## src/rtl/ctrl_sequencer.sv

```systemverilog
// Hardwired control sequencer for the single-bus datapath: fetch T0-T2, then opcode execute T3-T7.
// Latency: one state per clk; fetch takes 3 cycles; ld/st take 8, ldi/addi/andi/ori take 6, br takes 7, nop takes 3.
// Backpressure: mem_ready=0 holds T1 (fetch read), ld T6 (read) and st T7 (write) with their strobes held high.
//
// Ports: clk, reset_n (async active-low), IR (opcode IR[31:27]), con_ff (branch condition),
//        mem_ready (memory handshake) -> run plus the datapath, register-select and memory strobes, ALUselect.
// Optional build macro CTRL_HALT_EN: opcode 11011 parks the FSM in HALTED with run=0 until reset.
module ctrl_sequencer #(
    parameter logic [3:0] ALU_ADD = 4'b0001,
    parameter logic [3:0] ALU_AND = 4'b0110,
    parameter logic [3:0] ALU_OR  = 4'b0111,
    parameter logic [3:0] ALU_INC = 4'b1001
) (
    input  logic        clk,
    input  logic        reset_n,
    input  logic [31:0] IR,
    input  logic        con_ff,
    input  logic        mem_ready,
    output logic        run,
    output logic        PCout,
    output logic        PCin,
    output logic        IncPC,
    output logic        MARin,
    output logic        MDRin,
    output logic        MDRout,
    output logic        IRin,
    output logic        Yin,
    output logic        Zin,
    output logic        ZLowout,
    output logic        Gra,
    output logic        Grb,
    output logic        Grc,
    output logic        Rin,
    output logic        Rout,
    output logic        BAout,
    output logic        Cout,
    output logic        conIn,
    output logic        MDRread,
    output logic        memWrite,
    output logic [3:0]  ALUselect
);

    localparam logic [4:0] OP_LD   = 5'b00000;
    localparam logic [4:0] OP_LDI  = 5'b00001;
    localparam logic [4:0] OP_ST   = 5'b00010;
    localparam logic [4:0] OP_ADDI = 5'b01011;
    localparam logic [4:0] OP_ANDI = 5'b01100;
    localparam logic [4:0] OP_ORI  = 5'b01101;
    localparam logic [4:0] OP_BR   = 5'b10010;
`ifdef CTRL_HALT_EN
    localparam logic [4:0] OP_HALT = 5'b11011;
`endif

    typedef enum logic [3:0] {
        S_T0, S_T1, S_T2, S_T3, S_T4, S_T5, S_T6, S_T7
`ifdef CTRL_HALT_EN
        , S_HALTED
`endif
    } state_t;

    state_t state, state_nxt;

    logic [4:0] opcode;
    logic       is_ld, is_ldi, is_st, is_andi, is_ori, is_br, is_alu;
    logic       unused_ir;

    assign opcode    = IR[31:27];
    assign unused_ir = ^IR[26:0];
    assign is_ld     = (opcode == OP_LD);
    assign is_ldi    = (opcode == OP_LDI);
    assign is_st     = (opcode == OP_ST);
    assign is_andi   = (opcode == OP_ANDI);
    assign is_ori    = (opcode == OP_ORI);
    assign is_br     = (opcode == OP_BR);
    assign is_alu    = (opcode == OP_ADDI) || is_andi || is_ori;

`ifdef CTRL_HALT_EN
    assign run = (state != S_HALTED);
`else
    assign run = 1'b1;
`endif

    always_ff @(posedge clk or negedge reset_n) begin
        if (!reset_n) begin
            state <= S_T0;
        end else begin
            state <= state_nxt;
        end
    end

    always_comb begin
        state_nxt = state;
        case (state)
            S_T0: state_nxt = S_T1;
            S_T1: if (mem_ready) state_nxt = S_T2;
            // IR is loaded on the T2 exit edge, so the decision uses the value presented on IR now.
            S_T2: begin
                if (is_ld || is_ldi || is_st || is_alu || is_br) begin
                    state_nxt = S_T3;
`ifdef CTRL_HALT_EN
                end else if (opcode == OP_HALT) begin
                    state_nxt = S_HALTED;
`endif
                end else begin
                    state_nxt = S_T0;
                end
            end
            S_T3: state_nxt = S_T4;
            S_T4: state_nxt = S_T5;
            S_T5: state_nxt = (is_ldi || is_alu) ? S_T0 : S_T6;
            S_T6: begin
                if (is_ld) begin
                    if (mem_ready) state_nxt = S_T7;
                end else if (is_st) begin
                    state_nxt = S_T7;
                end else begin
                    state_nxt = S_T0;
                end
            end
            S_T7: if (mem_ready) state_nxt = S_T0;
            default: state_nxt = state;
        endcase
    end

    always_comb begin
        PCout = 1'b0; PCin = 1'b0; IncPC = 1'b0; MARin = 1'b0; MDRin = 1'b0;
        MDRout = 1'b0; IRin = 1'b0; Yin = 1'b0; Zin = 1'b0; ZLowout = 1'b0;
        Gra = 1'b0; Grb = 1'b0; Grc = 1'b0; Rin = 1'b0; Rout = 1'b0;
        BAout = 1'b0; Cout = 1'b0; conIn = 1'b0; MDRread = 1'b0; memWrite = 1'b0;
        ALUselect = 4'b0000;
        // Strobes stay quiet for as long as reset is held, even though state already reads T0.
        if (reset_n) begin
            case (state)
                S_T0: begin
                    PCout = 1'b1; MARin = 1'b1; IncPC = 1'b1; Zin = 1'b1; ALUselect = ALU_INC;
                end
                S_T1: begin
                    // PC is loaded only on the cycle the read completes, so a stalled fetch loads it once.
                    ZLowout = 1'b1; MDRread = 1'b1; MDRin = 1'b1; PCin = mem_ready;
                end
                S_T2: begin
                    MDRout = 1'b1; IRin = 1'b1;
                end
                S_T3: begin
                    if (is_br) begin
                        Gra = 1'b1; Rout = 1'b1; conIn = 1'b1;
                    end else if (is_alu) begin
                        Grb = 1'b1; Rout = 1'b1; Yin = 1'b1;
                    end else if (is_ld || is_ldi || is_st) begin
                        Grb = 1'b1; BAout = 1'b1; Yin = 1'b1;
                    end
                end
                S_T4: begin
                    if (is_br) begin
                        PCout = 1'b1; Yin = 1'b1;
                    end else begin
                        Cout = 1'b1; Zin = 1'b1;
                        ALUselect = is_andi ? ALU_AND : (is_ori ? ALU_OR : ALU_ADD);
                    end
                end
                S_T5: begin
                    if (is_br) begin
                        Cout = 1'b1; Zin = 1'b1; ALUselect = ALU_ADD;
                    end else if (is_ld || is_st) begin
                        ZLowout = 1'b1; MARin = 1'b1;
                    end else begin
                        ZLowout = 1'b1; Gra = 1'b1; Rin = 1'b1;
                    end
                end
                S_T6: begin
                    if (is_ld) begin
                        MDRread = 1'b1; MDRin = 1'b1;
                    end else if (is_st) begin
                        Gra = 1'b1; Rout = 1'b1; MDRin = 1'b1;
                    end else begin
                        ZLowout = 1'b1; PCin = con_ff;
                    end
                end
                S_T7: begin
                    if (is_ld) begin
                        MDRout = 1'b1; Gra = 1'b1; Rin = 1'b1;
                    end else begin
                        MDRout = 1'b1; memWrite = 1'b1;
                    end
                end
                default: ;
            endcase
        end
    end

endmodule

```

## config.mk

```make
export PLATFORM = sky130hd
export DESIGN_NAME = ctrl_sequencer
export DESIGN_NICKNAME = d
export VERILOG_FILES = /design/src/rtl/ctrl_sequencer.sv
export SDC_FILE = /design/constraint.sdc
export NUM_CORES = 1
export LEC_CHECK = 0
export BUFFER_PORTS_ARGS = -buffer_cell sky130_fd_sc_hd__buf_2
export CAP_MARGIN = 20
export CORE_MARGIN = 2
export CORE_UTILIZATION = 39
export CTS_CLUSTER_SIZE = 16
export DETAILED_ROUTE_END_ITERATION = 8
export GPL_TIMING_DRIVEN = 0
export PLACE_DENSITY = 0.8
export SKIP_CTS_REPAIR_TIMING = 1
export SYNTH_ARGS = -nofsm -noshare
export SYNTH_HDL_FRONTEND = slang
export SYNTH_SLANG_ARGS = --single-unit
```

## constraint.sdc

```tcl
create_clock -name clk -period 1.6 [get_ports clk]
set_clock_uncertainty 0.15 [all_clocks]
set_input_delay 0.08 -clock clk [delete_from_list [all_inputs] [get_ports clk]]
set_output_delay 0.08 -clock clk [all_outputs]
set_load 0.005 [all_outputs]
```

Word-level counts from Yosys, hierarchy flattened

Index checks and enable logic that the tools add are counted.

Register bits after elaboration: 4
Input bits: 36
Output and inout port bits: 25

Equality and inequality tests: 16
Reductions and logical operators: 13
Muxes and demuxes: 74

Operator list:

| cell                                                                   | count |
|---|---|
| 1-bit two-way mux                                                      | 49 |
| 4-bit case mux with 8 select lines                                     | 1 |
| 4-bit two-way mux                                                      | 5 |
| 1-bit case mux with 2 select lines                                     | 9 |
| 4-bit by 3-bit equality test with 1-bit output (second input constant) | 4 |
| 5-bit by 4-bit equality test with 1-bit output (second input constant) | 3 |
| 3-bit two-way mux                                                      | 5 |
| 4-bit case mux with 3 select lines                                     | 1 |
| 4-bit by 2-bit equality test with 1-bit output (second input constant) | 2 |
| 1-bit logical OR                                                       | 8 |
| 8-bit nonzero test                                                     | 1 |
| 1-bit case mux with 3 select lines                                     | 2 |
| 5-bit by 1-bit equality test with 1-bit output (second input constant) | 1 |
| 5-bit by 2-bit equality test with 1-bit output (second input constant) | 1 |
| 5-bit equality test (second input constant)                            | 1 |
| 5-bit zero test                                                        | 1 |
| 4-bit by 1-bit equality test with 1-bit output (second input constant) | 1 |
| 4-bit zero test                                                        | 1 |
| 2-bit != test (second input constant)                                  | 2 |
| 1-bit case mux with 4 select lines                                     | 1 |
| 4-bit AND reduction                                                    | 1 |
| 3-bit != test (second input constant)                                  | 1 |
| 2-bit two-way mux                                                      | 1 |
| 2-bit OR reduction                                                     | 1 |

Logic depth before layout (Yosys ltp)

Depth after elaboration: 8
Gate-level depth with buffers: 5
Gate-level depth less buffers: 4

Worst setup path after synthesis

Ideal clock, no wire load.

Path type: register to output
From: register state[2]
To: output port BAout
Cell stages (with the launch flop): 5
Required time: 1370 ps
Arrival time: 1316 ps
Setup slack: 54 ps
Buffers on the path: 1
Cells stage by stage: dfrtp_1 -> buf_2 -> nor4_1 -> nand2_1 -> a2111oi_0

Word-level cells in the longest chain between the ends: 3

Ends and longest elaborated chain:

| element                                        | RTL line | RTL |
|---|---|---|
| from (decl)                                    | 61       | `state_t state, state_nxt;` |
| from (signal assigned)                         | 87       | `state <= state_nxt;` |
| 4-bit by 2-bit equality test with 1-bit output | 133      | `case (state)` |
| 1-bit two-way mux                              | 133      |  |
| 1-bit two-way mux                              | 132      | `if (reset_n) begin` |
| to (decl)                                      | 35       | `output logic BAout,` |

No other way between the ends.

Final worst setup path

From: register state[2]
To: output port Gra

Word-level cells in the longest chain between the ends: 3

Ends and longest elaborated chain:

| element                                                                                                                 | RTL line | RTL |
|---|---|---|
| 4-bit by 3-bit equality test with 1-bit output / 4-bit by 2-bit equality test with 1-bit output (equally long branches) | 133      |  |
| 1-bit case mux with 4 select lines (*)                                                                                  | 133      |  |
| 1-bit two-way mux (*)                                                                                                   | 132      |  |
| to (decl)                                                                                                               | 30       | `output logic Gra,` |

Every way passes the cells marked *; elsewhere a longest branch is shown, timed or not.

==> impl_metrics.yaml <==
cells_and_area:
  areaGrowthSynthToFinish_pct: 71.4
  final_cell_mix: "buf_2, buf_4, nor2_1, a21oi_1"
  fill_cells: 117
  layout-drive-gt1-share_pct: 51.2
  multi_input_area_um2: 714
  final_area_um2: 1290
  top_register: "state"
  largest_register_ffs: 3
  reg.largest.list: "state x3"
  layout_commonest_cell: "buf_2"
  regArea_um2: 75.1
  antenna_cells: 0
  nNetsFinal: 205
sta:
  hold_violations: 0
  layout_setup_ws_ns: -0.265
  holdWs_ns: 0.123
  fmax_mhz: 536
  worstMarginPinSlew_ns: 0.489
  rsz0062_at_grt: "true"
  slew_headroom_pct: 67.1
  report.final.slew_viol_count: 0
  setup_viol: 17
  min_period_over_period_pct: 117
  min_period_ns: 1.86
floorplan:
  die_w_um: 48.0
  die_h_um: 48.0
  die_area_um2: 2310
  initial_core_util_pct: 42.4
  core_um2: 1780
  num_rows: 15
  io_pins: 61
synthesis:
  synth_area_um2: 756
  synth_ff_type: "dfrtp_1"
  synth.distinct_cells: 40
  avgSynthCellArea_um2: 6.35
  synth.ff_latch_count: 3
  syn_nets: 155
  ys_seq_area_share_pct: 9.93
  yosys_warnings: 0
  synth_edf_count: 0
  async_flop_share_pct: 100
  synthCells: 119
cts:
  clock-root-buffer: "clkbuf_4"
  cts_num_sinks: 3
  cts_made_buffers: 3
  cts_tree: "yes"
  clk_path_buf_depth: 2
  htree_num_levels: 1
  clkSlewWorstSetupHoldPaths_ns: 0.04
  clkLatencyLatePin_ns: 0.23
drt:
  totalWireLength_um: 3390
  viasPerCell: 6.11
  drt-initial-drc-count: 75
  ant_nets: 0
  wl_per_cell_um: 17.6
  drc: 0
  num_vias: 1179
  drtPass1Iterations: 4
hold_path:
  hold_class: "in2reg"
global_route:
  grt_pass1_vias: 827
  antenna_found_initial: 0
  track_usage_pct: 20.5
  grt_max_degree: 11
  gr-total-overflow: 0
  grt_pass1_wl_um: 3450
setup_path:
  required_ns: 1.37
  path_class: "reg2out"
  crit_path_start_kind: "register"
  max_stage_delay_ns: 0.41
  cp_max_fo: 5
  slowest_stage: "dfrtp_1"
  worstPathArrival_ns: 1.63
  worst-path-buf-inv: 2
  cp-end-kind: "output pin"
  cpLargestDelayFamily: "flip-flops"
  worstPathCellList: "buf_6 > nand3b_1 > o21ai_1 > nand4_1 > o22ai_1 > buf_2"
outcome:
  outcome: "finished with violations"
  violations: "negative setup slack"
power:
  power_density_nw_per_um2: 1400
  power_leakage_nw: 0.577
  ir_worst_vdd_v: 0.00101
place:
  dp_hpwl_um: 1770
  globalplace.congestion: 0.961
  port-buffer-count: 30
  dpl_cell_area_um2: 937
flow_run:
  maxCapViolCount: 0
-- routing by layer --
metal	GRT usage (%)	part of all wire, %	vias to the layer above
li1	-	-	531
met1	25.1	40	566
met2	38.9	51	76
met3	0	7.4	6
met4	5.95	1.9	0
met5	0	0	-
-- per-stage QoR --
| step | worst slack, ns | util (%) | instances | power, mW | TNS (ns) |
|---|---|---|---|---|---|
| floorplan | 0.0543 | - | 119 | 0.720 | 0 |
| global placement | -0.0892 | 52.6 | 174 | 0.948 | -0.238 |
| detailed placement | -0.0912 | 52.6 | 174 | 0.967 | -0.265 |
| CTS | -0.343 | 54.0 | 178 | 1.10 | -3.88 |
| global route | -0.323 | 72.6 | 193 | 1.91 | -2.58 |
| finish | -0.265 | 72.6 | 193 | 1.81 | -1.77 |
-- final timing paths --
path	cells past startpoint	start	to	slack [ns]
worst max-delay path	6	state[2]$_DFFE_PN0P_	Gra	-0.26
worst min-delay path	4	mem_ready	state[0]$_DFFE_PN0P_	0.12
worst max register to register	6	state[1]$_DFFE_PN0P_	state[1]$_DFFE_PN0P_	0.02
worst min register to register	3	state[0]$_DFFE_PN0P_	state[2]$_DFFE_PN0P_	0.63
max in group asynchronous	2	reset_n	state[1]$_DFFE_PN0P_	0.89
min in group asynchronous	2	reset_n	state[0]$_DFFE_PN0P_	0.26
-- layout make-up --
type                       count  area share [%]
sequential                     3            5.80
timing repair buffer          46            22.6
inverter                       5            2.03
buffer                        14            9.95
clock buffer                   4            2.03
tap                           25            2.42
multi-input combinational     96            55.2
-- cells in the mapped netlist, types with 2 or more instances --
cell | n | area [um^2]
nor4_1 | 4 | 25.0
a21oi_1 | 8 | 40.0
nand4_1 | 3 | 18.8
xnor2_1 | 3 | 26.3
buf_2 | 7 | 35.0
a211oi_1 | 4 | 30.0
nor2_1 | 15 | 56.3
nand3_1 | 6 | 30.0
inv_1 | 4 | 15.0
nand2b_1 | 3 | 18.8
nand2_1 | 7 | 26.3
dfrtp_1 | 3 | 75.1
or2_1 | 3 | 18.8
o211ai_1 | 2 | 15.0
nor3_1 | 4 | 20.0
o21ai_1 | 3 | 15.0
buf_4 | 5 | 37.5
conb_1 | 2 | 7.51
a31oi_1 | 4 | 25.0
or3_1 | 2 | 12.5
clkbuf_1 | 3 | 11.3
nand3b_1 | 4 | 30.0
o21ai_0 | 3 | 15.0
-- tightest hold or removal path, cell delays in order --
cell and delay (ns):
buf_2 0.16, a2bb2oi_1 0.08, nand3b_1 0.09, a31oi_1 0.05
-- logic make-up after synthesis --
group                     after synthesis  share of synthesized area (%)
AOI/OAI and AO/OA                      31                           26.2
other                                   2                          0.994
and+or+nand+nor                        59                           44.7
buffers and inverters                  20                           13.6
DFF                                     3                           9.93
xor gates and xnor gates                4                           4.64
-- power breakdown --
group,switching [mW],internal (mW)
Sequential,0.0309,0.113
Clock,0.0400,0.0935
Combinational,0.797,0.737
Total,0.868,0.943
Power figures use the tool's default switching activity.
